### config.mk
export PLATFORM = sky130hd
export DESIGN_NAME = intr_ctrl
export DESIGN_NICKNAME = d
export VERILOG_FILES = /design/src/rtl/intr_ctrl.sv
export SDC_FILE = /design/constraint.sdc
export NUM_CORES = 1
export LEC_CHECK = 0
export CAP_MARGIN = 20
export CORE_MARGIN = 5
export CORE_UTILIZATION = 39
export CTS_BUF_LIST = sky130_fd_sc_hd__clkbuf_4 sky130_fd_sc_hd__clkbuf_8
export DETAILED_ROUTE_END_ITERATION = 8
export GPL_ROUTABILITY_DRIVEN = 0
export HOLD_SLACK_MARGIN = 0.08
export MAX_ROUTING_LAYER = met4
export PLACE_DENSITY = 0.82
export REMOVE_ABC_BUFFERS = 1
export SKIP_CTS_REPAIR_TIMING = 1
export SLEW_MARGIN = 20
export SYNTH_ARGS = -nofsm -noshare
export SYNTH_HDL_FRONTEND = slang
export SYNTH_SLANG_ARGS = --single-unit
export TNS_END_PERCENT = 30
### constraint.sdc
create_clock -name Clk -period 1.75 [get_ports Clk]
set_input_delay 0.2625 -clock Clk [delete_from_list [all_inputs] [get_ports Clk]]
set_output_delay 0.2625 -clock Clk [all_outputs]
set_load 0.005 [all_outputs]
### src/rtl/intr_ctrl.sv
// Interrupt controller: rising-edge IRQ capture, CPU mask, fixed priority
// (index 0 highest), one request at a time with an IntAck/Eret handshake.
module intr_ctrl #(
    parameter int NIRQ = 8,
    parameter int IDW  = 3
) (
    input  logic            Clk,
    input  logic            Rst,
    input  logic [NIRQ-1:0] Irq,
    input  logic            Ie,
    input  logic            Wen,
    input  logic [1:0]      Addr,
    input  logic [31:0]     Wdata,
    output logic [31:0]     Rdata,
    output logic            IntReq,
    output logic [IDW-1:0]  IntId,
    input  logic            IntAck,
    input  logic            Eret,
    output logic [31:0]     IntCause,
    output logic            Busy
);

    typedef enum logic [1:0] {
        S_IDLE    = 2'd0,
        S_REQ     = 2'd1,
        S_SERVICE = 2'd2
    } state_e;

    state_e          state_q;
    logic [NIRQ-1:0] irq_q;
    logic [NIRQ-1:0] mask_q,  mask_d;
    logic [NIRQ-1:0] pend_q,  pend_d;
    logic [IDW-1:0]  insvc_q;
    logic [IDW-1:0]  int_id_q;
    logic            int_req_q;
    logic            busy_q;

    logic [NIRQ-1:0] rise;
    logic [NIRQ-1:0] active;
    logic [NIRQ-1:0] id_onehot;
    logic [NIRQ-1:0] ack_clr;
    logic [NIRQ-1:0] w1c;
    logic [IDW-1:0]  sel;
    logic            ack_take;
    logic            id_active;
    logic [7:0]      ip;
    logic            unused_wdata;

    assign unused_wdata = ^Wdata[31:NIRQ];

    assign rise      = Irq & ~irq_q;
    assign active    = pend_q & mask_q;
    assign id_onehot = NIRQ'(1) << int_id_q;
    assign id_active = |(active & id_onehot);
    assign ack_take  = (state_q == S_REQ) && IntAck;
    assign ack_clr   = ack_take ? id_onehot : '0;
    assign w1c       = (Wen && Addr == 2'd1) ? Wdata[NIRQ-1:0] : '0;

    // OR-ing rise in after the clear makes a same-cycle set win over any clear.
    assign pend_d = (pend_q & ~(ack_clr | w1c)) | rise;
    assign mask_d = (Wen && Addr == 2'd0) ? Wdata[NIRQ-1:0] : mask_q;

    always_comb begin
        // NOTE: default first so every path assigns sel and no latch is inferred.
        sel = '0;
        for (int i = NIRQ - 1; i >= 0; i--) begin
            if (active[i]) sel = IDW'(i);
        end
    end

    // NOTE: reset is synchronous, so it lives inside the clocked block.
    always_ff @(posedge Clk) begin
        irq_q <= Irq;
        if (Rst) begin
            mask_q <= '0;
            pend_q <= '0;
        end else begin
            mask_q <= mask_d;
            pend_q <= pend_d;
        end
    end

    always_ff @(posedge Clk) begin
        if (Rst) begin
            state_q   <= S_IDLE;
            int_req_q <= 1'b0;
            int_id_q  <= '0;
            busy_q    <= 1'b0;
            insvc_q   <= '0;
        end else begin
            case (state_q)
                S_IDLE: begin
                    if (Ie && |active) begin
                        int_id_q  <= sel;
                        int_req_q <= 1'b1;
                        state_q   <= S_REQ;
                    end
                end
                S_REQ: begin
                    if (IntAck) begin
                        insvc_q   <= int_id_q;
                        int_req_q <= 1'b0;
                        busy_q    <= 1'b1;
                        state_q   <= S_SERVICE;
                    end else if (!Ie || !id_active) begin
                        int_req_q <= 1'b0;
                        state_q   <= S_IDLE;
                    end
                end
                S_SERVICE: begin
                    // An IntAck in the same cycle masks the Eret.
                    if (Eret && !IntAck) begin
                        busy_q  <= 1'b0;
                        state_q <= S_IDLE;
                    end
                end
                default: begin
                    int_req_q <= 1'b0;
                    busy_q    <= 1'b0;
                    state_q   <= S_IDLE;
                end
            endcase
        end
    end

    always_comb begin
        Rdata = '0;
        case (Addr)
            2'd0:    Rdata[NIRQ-1:0] = mask_q;
            2'd1:    Rdata[NIRQ-1:0] = pend_q;
            2'd2:    Rdata[4:0]      = {state_q, busy_q, int_req_q, Ie};
            default: Rdata[IDW-1:0]  = insvc_q;
        endcase
    end

    always_comb begin
        ip           = '0;
        ip[NIRQ-1:0] = active;
    end

    assign IntCause = {16'b0, ip, 1'b0, 5'd0, 2'b0};
    assign IntReq   = int_req_q;
    assign IntId    = int_id_q;
    assign Busy     = busy_q;

endmodule

Yosys cells after proc, flatten, opt, wreduce, memory -nomap -nowiden
Cells that the tools add are included.

operators by class
  bitwise gates (word level) = 10
  shifts and indexed selects = 1
  equality and inequality tests = 8
  reductions and logical operators = 18
  muxes and demuxes = 25

operators with widths
  operator               number
  $and A8 B8 Y8          4
  $mux W3                8
  $mux W8                2
  $not A8 Y8             2
  $or A8 B8 Y8           2
  $reduce_or A8 Y1       2
  $pmux W2 S3            2
  $pmux W3 S3            1
  $reduce_and A3 Y1      3
  $mux W2                4
  $shl A1 B3 Y8 const A  1
  $ne A2 B2 Y1 const B   3
  $pmux W1 S3            2
  $pmux W3 S2            1
  $logic_and A1 B1 Y1    5
  $mux W1                5
  $eq A2 B1 Y1 const B   2
  $eq A2 B2 Y1 const B   2
  $logic_not A2 Y1       2
  $reduce_and A2 Y1      2
  $logic_not A1 Y1       3
  $ne A3 B2 Y1 const B   1
  $not A1 Y1             2
  $logic_or A1 B1 Y1     1

word-level totals
  word-level logic and storage cells = 70
  bits in registers = 34

Longest topological paths before layout
Gate-level depths: netlist of run 1.

  word-level depth = 9
  depth in mapped cells = 5
  depth with buffers taken out = 4

Worst setup path before layout of run 1
OpenSTA, ideal clock, no wires.

  path kind = flip-flop to flip-flop
  from = register int_id_q[1], in the netlist IntId[1]
  to = register pend_q[2]
  cell stages (with the launch flop) = 5
  period minus slack after synthesis = 1.293 ns
  arrival time = 1.161 ns
  setup time = 0.132 ns
  required time = 1.618 ns
  setup slack = 0.457 ns
  buffers on the path = 1
  cells stage by stage = dfxtp_1 clkbuf_1 nand4_1 o311ai_0 a21oi_1

between the ends
  word-level cells in the longest chain between the ends = 6

ends and longest elaborated chain
  element                   RTL line  RTL
  start: declaration        34        logic [IDW-1:0] int_id_q;
  start signal: assignment  94        int_id_q <= sel;
  $shl A1 B3 Y8             53        assign id_onehot = NIRQ'(1) << int_id_q;
  $mux W8                   56        assign ack_clr = ack_take ? id_onehot : '0;
  $or A8 B8 Y8              60        assign pend_d = (pend_q & ~(ack_clr | w1c)) | rise;
  $not A8 Y8                60
  $and A8 B8 Y8             60
  $or A8 B8 Y8              60
  end signal: assignment    79        pend_q <= pend_d;
  end: declaration          32        logic [NIRQ-1:0] pend_q, pend_d;

No other way between the ends.
A chain may end at the register's enable or synchronous reset.

Worst setup path after layout of run 1
  from = register pend_q[7]
  to = output port IntCause[15]

between the ends
  word-level cells in the longest chain between the ends = 1

ends and longest elaborated chain
  element           RTL line  RTL
  $and A8 B8 Y8     52        assign active = pend_q & mask_q;
  end: declaration  19        output logic [31:0] IntCause,

No other way between the ends.

==> impl_metrics.py, run 1 <==
metrics = {
    "clocking": {
        "clock_tree_from_tritoncts": "yes",
        "clk_pin_slew_ns": 0.07,
        "clock_sink_total": 34,
        "cts-buffers-inserted": 5,
        "skew_pair_late_insertion_delay_ns": 0.29,
        "cts_max_level": 2,
        "cts_root_buf": "sky130_fd_sc_hd__clkbuf_8",
        "clock_tree.buffer_depth": 2,
    },
    "sta": {
        "rsz0062_at_grt": "false",
        "final.setup.tns_ns": 0,
        "setup_viol_count_final": 0,
        "timing.clock.skew_ns": 0.00450,
        "whs_ns": 0.439,
        "period_share_pct": 97.4,
        "max_freq_mhz": 587,
        "final.setup.worst_slack_ns": 0.0460,
        "timing.final.hold_violations": 0,
        "finalMaxSlewViolations": 0,
        "min_period_ns": 1.70,
    },
    "worst_setup_path": {
        "worst-endpoint-required_ns": 1.49,
        "critPathLaunchType": "flop",
        "critical_path_class": "reg2out",
        "critPathCaptureType": "primary output",
        "crit_path_max_fanout": 6,
        "crit_arrival_ns": 1.44,
    },
    "synth": {
        "syn_inst": 229,
        "synth_compound_area_share_pct": 15.3,
        "post_synth_xor_area_fraction_pct": 0,
        "synth-edff-count": 0,
        "synth_top_flop_cell": "sky130_fd_sc_hd__dfxtp_1",
        "synth-adder-area-share_pct": 0,
        "synthDominantCellAreaShare_pct": 33.4,
        "syn_area_cell_um2": 8.90,
        "ys_warn_count": 0,
        "yosys-top-cells-area": "sky130_fd_sc_hd__dfxtp_1, sky130_fd_sc_hd__buf_4, sky130_fd_sc_hd__mux2i_1",
        "ys_ff_latch": 34,
        "synth_top_cell_by_area": "sky130_fd_sc_hd__dfxtp_1",
        "synth_top_family_by_area": "buffers and inverters",
        "mappedNetlistArea_um2": 2040,
        "synthMuxAreaShare_pct": 10.2,
        "synth.lib_cells_used.distinct": 46,
        "async_flop_share_pct": 0,
        "synthSimpleGateAreaFrac_pct": 20.2,
        "seq_area_frac_synth_pct": 33.4,
    },
    "layout": {
        "final_cell_mix": "sky130_fd_sc_hd__conb_1, sky130_fd_sc_hd__clkdlybuf4s50_1, sky130_fd_sc_hd__dfxtp_1, sky130_fd_sc_hd__nand2_1, sky130_fd_sc_hd__a21oi_1",
        "finalNetCount": 334,
        "layout-drive-gt1-share_pct": 15.0,
        "layout_commonest_cell": "sky130_fd_sc_hd__conb_1",
        "antenna_cells": 0,
        "filler_cell_count": 488,
        "areaGrowthSynthToFinish_pct": 27.7,
    },
    "place": {
        "portBuffers": 44,
        "post-place-ws_ns": -0.436,
        "detailed_place_hpwl_um": 4000,
    },
    "power_and_ir_drop": {
        "peakVddDrop_v": 0.000446,
        "power_frac_clock_pct": 35.7,
        "total_leakage_power_uw": 0.00121,
        "power_internal_uw": 1280,
        "power_per_cell_area_nw_per_um2": 655,
        "design_power_total_uw": 1700,
        "sequentialPowerShare_pct": 49.6,
        "p_sw_share_pct": 25.2,
        "switchingPower_uw": 429,
        "power.share.combinational_pct": 14.8,
    },
    "global_routing": {
        "grt_antenna_before_repair": 0,
        "grt_first_pass_wirelength_um": 7820,
        "grt_usage_pct": 15.9,
        "grt_max_degree": 16,
        "grt_pass1_vias": 1553,
        "overflow_after_grt": 0,
    },
    "die": {
        "design.die.area_um2": 6770,
        "placement_rows": 26,
        "die_w_um": 82.3,
        "die_height_um": 82.3,
        "i_o_pins": 117,
        "start_util_pct": 39.9,
        "core_region_area_um2": 5110,
    },
    "run": {
        "cap_violations": 0,
    },
    "worst_hold_path": {
        "hold_path_class": "in2reg",
    },
    "outcome": {
        "outcome": "finished clean",
    },
    "drt": {
        "detailedRoute.firstIterationViolations": 126,
        "drt_drc_violations_left": 0,
        "detail_route.wirelength_um": 5220,
        "ant_nets": 0,
        "routed_via_density": 4.80,
        "first_pass_iters": 4,
        "vias_after_detailed_routing": 1715,
        "route.detailed.wl_per_inst_um": 14.6,
    },
}
-- path summary, 6_finish.rpt --
| kind | start | end | slack [ns] | depth (start not counted) |
|---|---|---|---|---|
| max | pend_q[7]$_SDFF_PP0_ | IntCause[15] | 0.05 | 3 |
| min | Irq[0] | irq_q[0]$_DFF_P_ | 0.44 | 1 |
| max reg2reg | state_q[0]$_SDFFE_PP0P_ | pend_q[3]$_SDFF_PP0_ | 0.28 | 4 |
| min reg2reg | insvc_q[1]$_SDFFE_PP0P_ | insvc_q[1]$_SDFFE_PP0P_ | 0.46 | 2 |
-- synth_stat cells, types with 2 or more instances --
cell type / n
sky130_fd_sc_hd__clkbuf_1: 7
sky130_fd_sc_hd__mux4_2: 3
sky130_fd_sc_hd__o211ai_1: 6
sky130_fd_sc_hd__nand3b_1: 2
sky130_fd_sc_hd__nand4_1: 5
sky130_fd_sc_hd__nand4bb_1: 2
sky130_fd_sc_hd__o21ai_0: 3
sky130_fd_sc_hd__a21oi_1: 17
sky130_fd_sc_hd__mux2i_1: 14
sky130_fd_sc_hd__dfxtp_1: 34
sky130_fd_sc_hd__nand2_1: 17
sky130_fd_sc_hd__nor2_1: 15
sky130_fd_sc_hd__nand2b_1: 10
sky130_fd_sc_hd__nand4b_1: 4
sky130_fd_sc_hd__and2_1: 4
sky130_fd_sc_hd__a22o_1: 3
sky130_fd_sc_hd__buf_4: 48
sky130_fd_sc_hd__buf_2: 2
sky130_fd_sc_hd__inv_1: 6
-- critical path: stages, from the launching register on --
cell,delay (ns)
sky130_fd_sc_hd__dfxtp_1,0.45
sky130_fd_sc_hd__nand2_1,0.14
sky130_fd_sc_hd__inv_1,0.07
sky130_fd_sc_hd__clkdlybuf4s50_1,0.50
-- through the flow --
stage          instances  cell area, um2  utilization [%]
2_1_floorplan        218            1810                -
3_3_place_gp         347            2450             48.1
3_5_place_dp         347            2450             48.1
4_1_cts              355            2550             49.9
5_1_grt              357            2600             51.0
6_report             357            2600             51.0
-- logic make-up (layout without fill, tap and decap cells) --
| family | Yosys count | count (layout) |
|---|---|---|
| mux | 17 | 17 |
| buf+inv | 64 | 75 |
| compound gates | 43 | 43 |
| flops | 34 | 34 |
| simple gates | 70 | 70 |
| other cells | 1 | 48 |
-- final cells by class --
cell class              instances  area (um2)  area share, %
multi-input cells             178        1110           42.8
flip-flops and latches         34         687           26.4
repair buffers                 61         597           22.9
clock buffers                   7        90.1           3.46
well taps                      70        87.6           3.36
inverters                       6        22.5          0.865
clock inverters                 1        5.00          0.192
-- sequential cells by signal (all words and copies together), names as in the netlist --
signal,cells
pend_q,8
irq_q,8
Busy,1
IntId,3
mask_q,8
IntReq,1
insvc_q,3
state_q,2
-- routing by layer --
| layer | GRT usage (%) | vias up | wire length (um) |
|---|---|---|---|
| met5 | - | - | 0 |
| met4 | 5.98 | 0 | 88 |
| met3 | 4.23 | 9 | 522 |
| met2 | 25.2 | 88 | 2530 |
| met1 | 19.4 | 795 | 2080 |
| li1 | - | 823 | - |
-- power by group through the flow --
stage,logic [uW],registers (uW),clock network (uW)
after global placement,238,857,0
after CTS,245,841,628
final,252,845,608
after floorplan,105,848,0
after global routing,278,847,659
after detailed placement,243,858,0
Note: power is estimated with default switching activity, not from simulation.
==> run 2, diff against run 1 <==
Settings changed: SLEW_MARGIN 20 to 30.
==> results of run 2 <==
The final DEF is identical to that of run 1; final timing and power are the same.
==> run 3, diff against run 2 <==
Settings changed: SLEW_MARGIN 30 to 10.
==> results of run 3 <==
The final DEF is identical to that of run 1; final timing and power are the same.
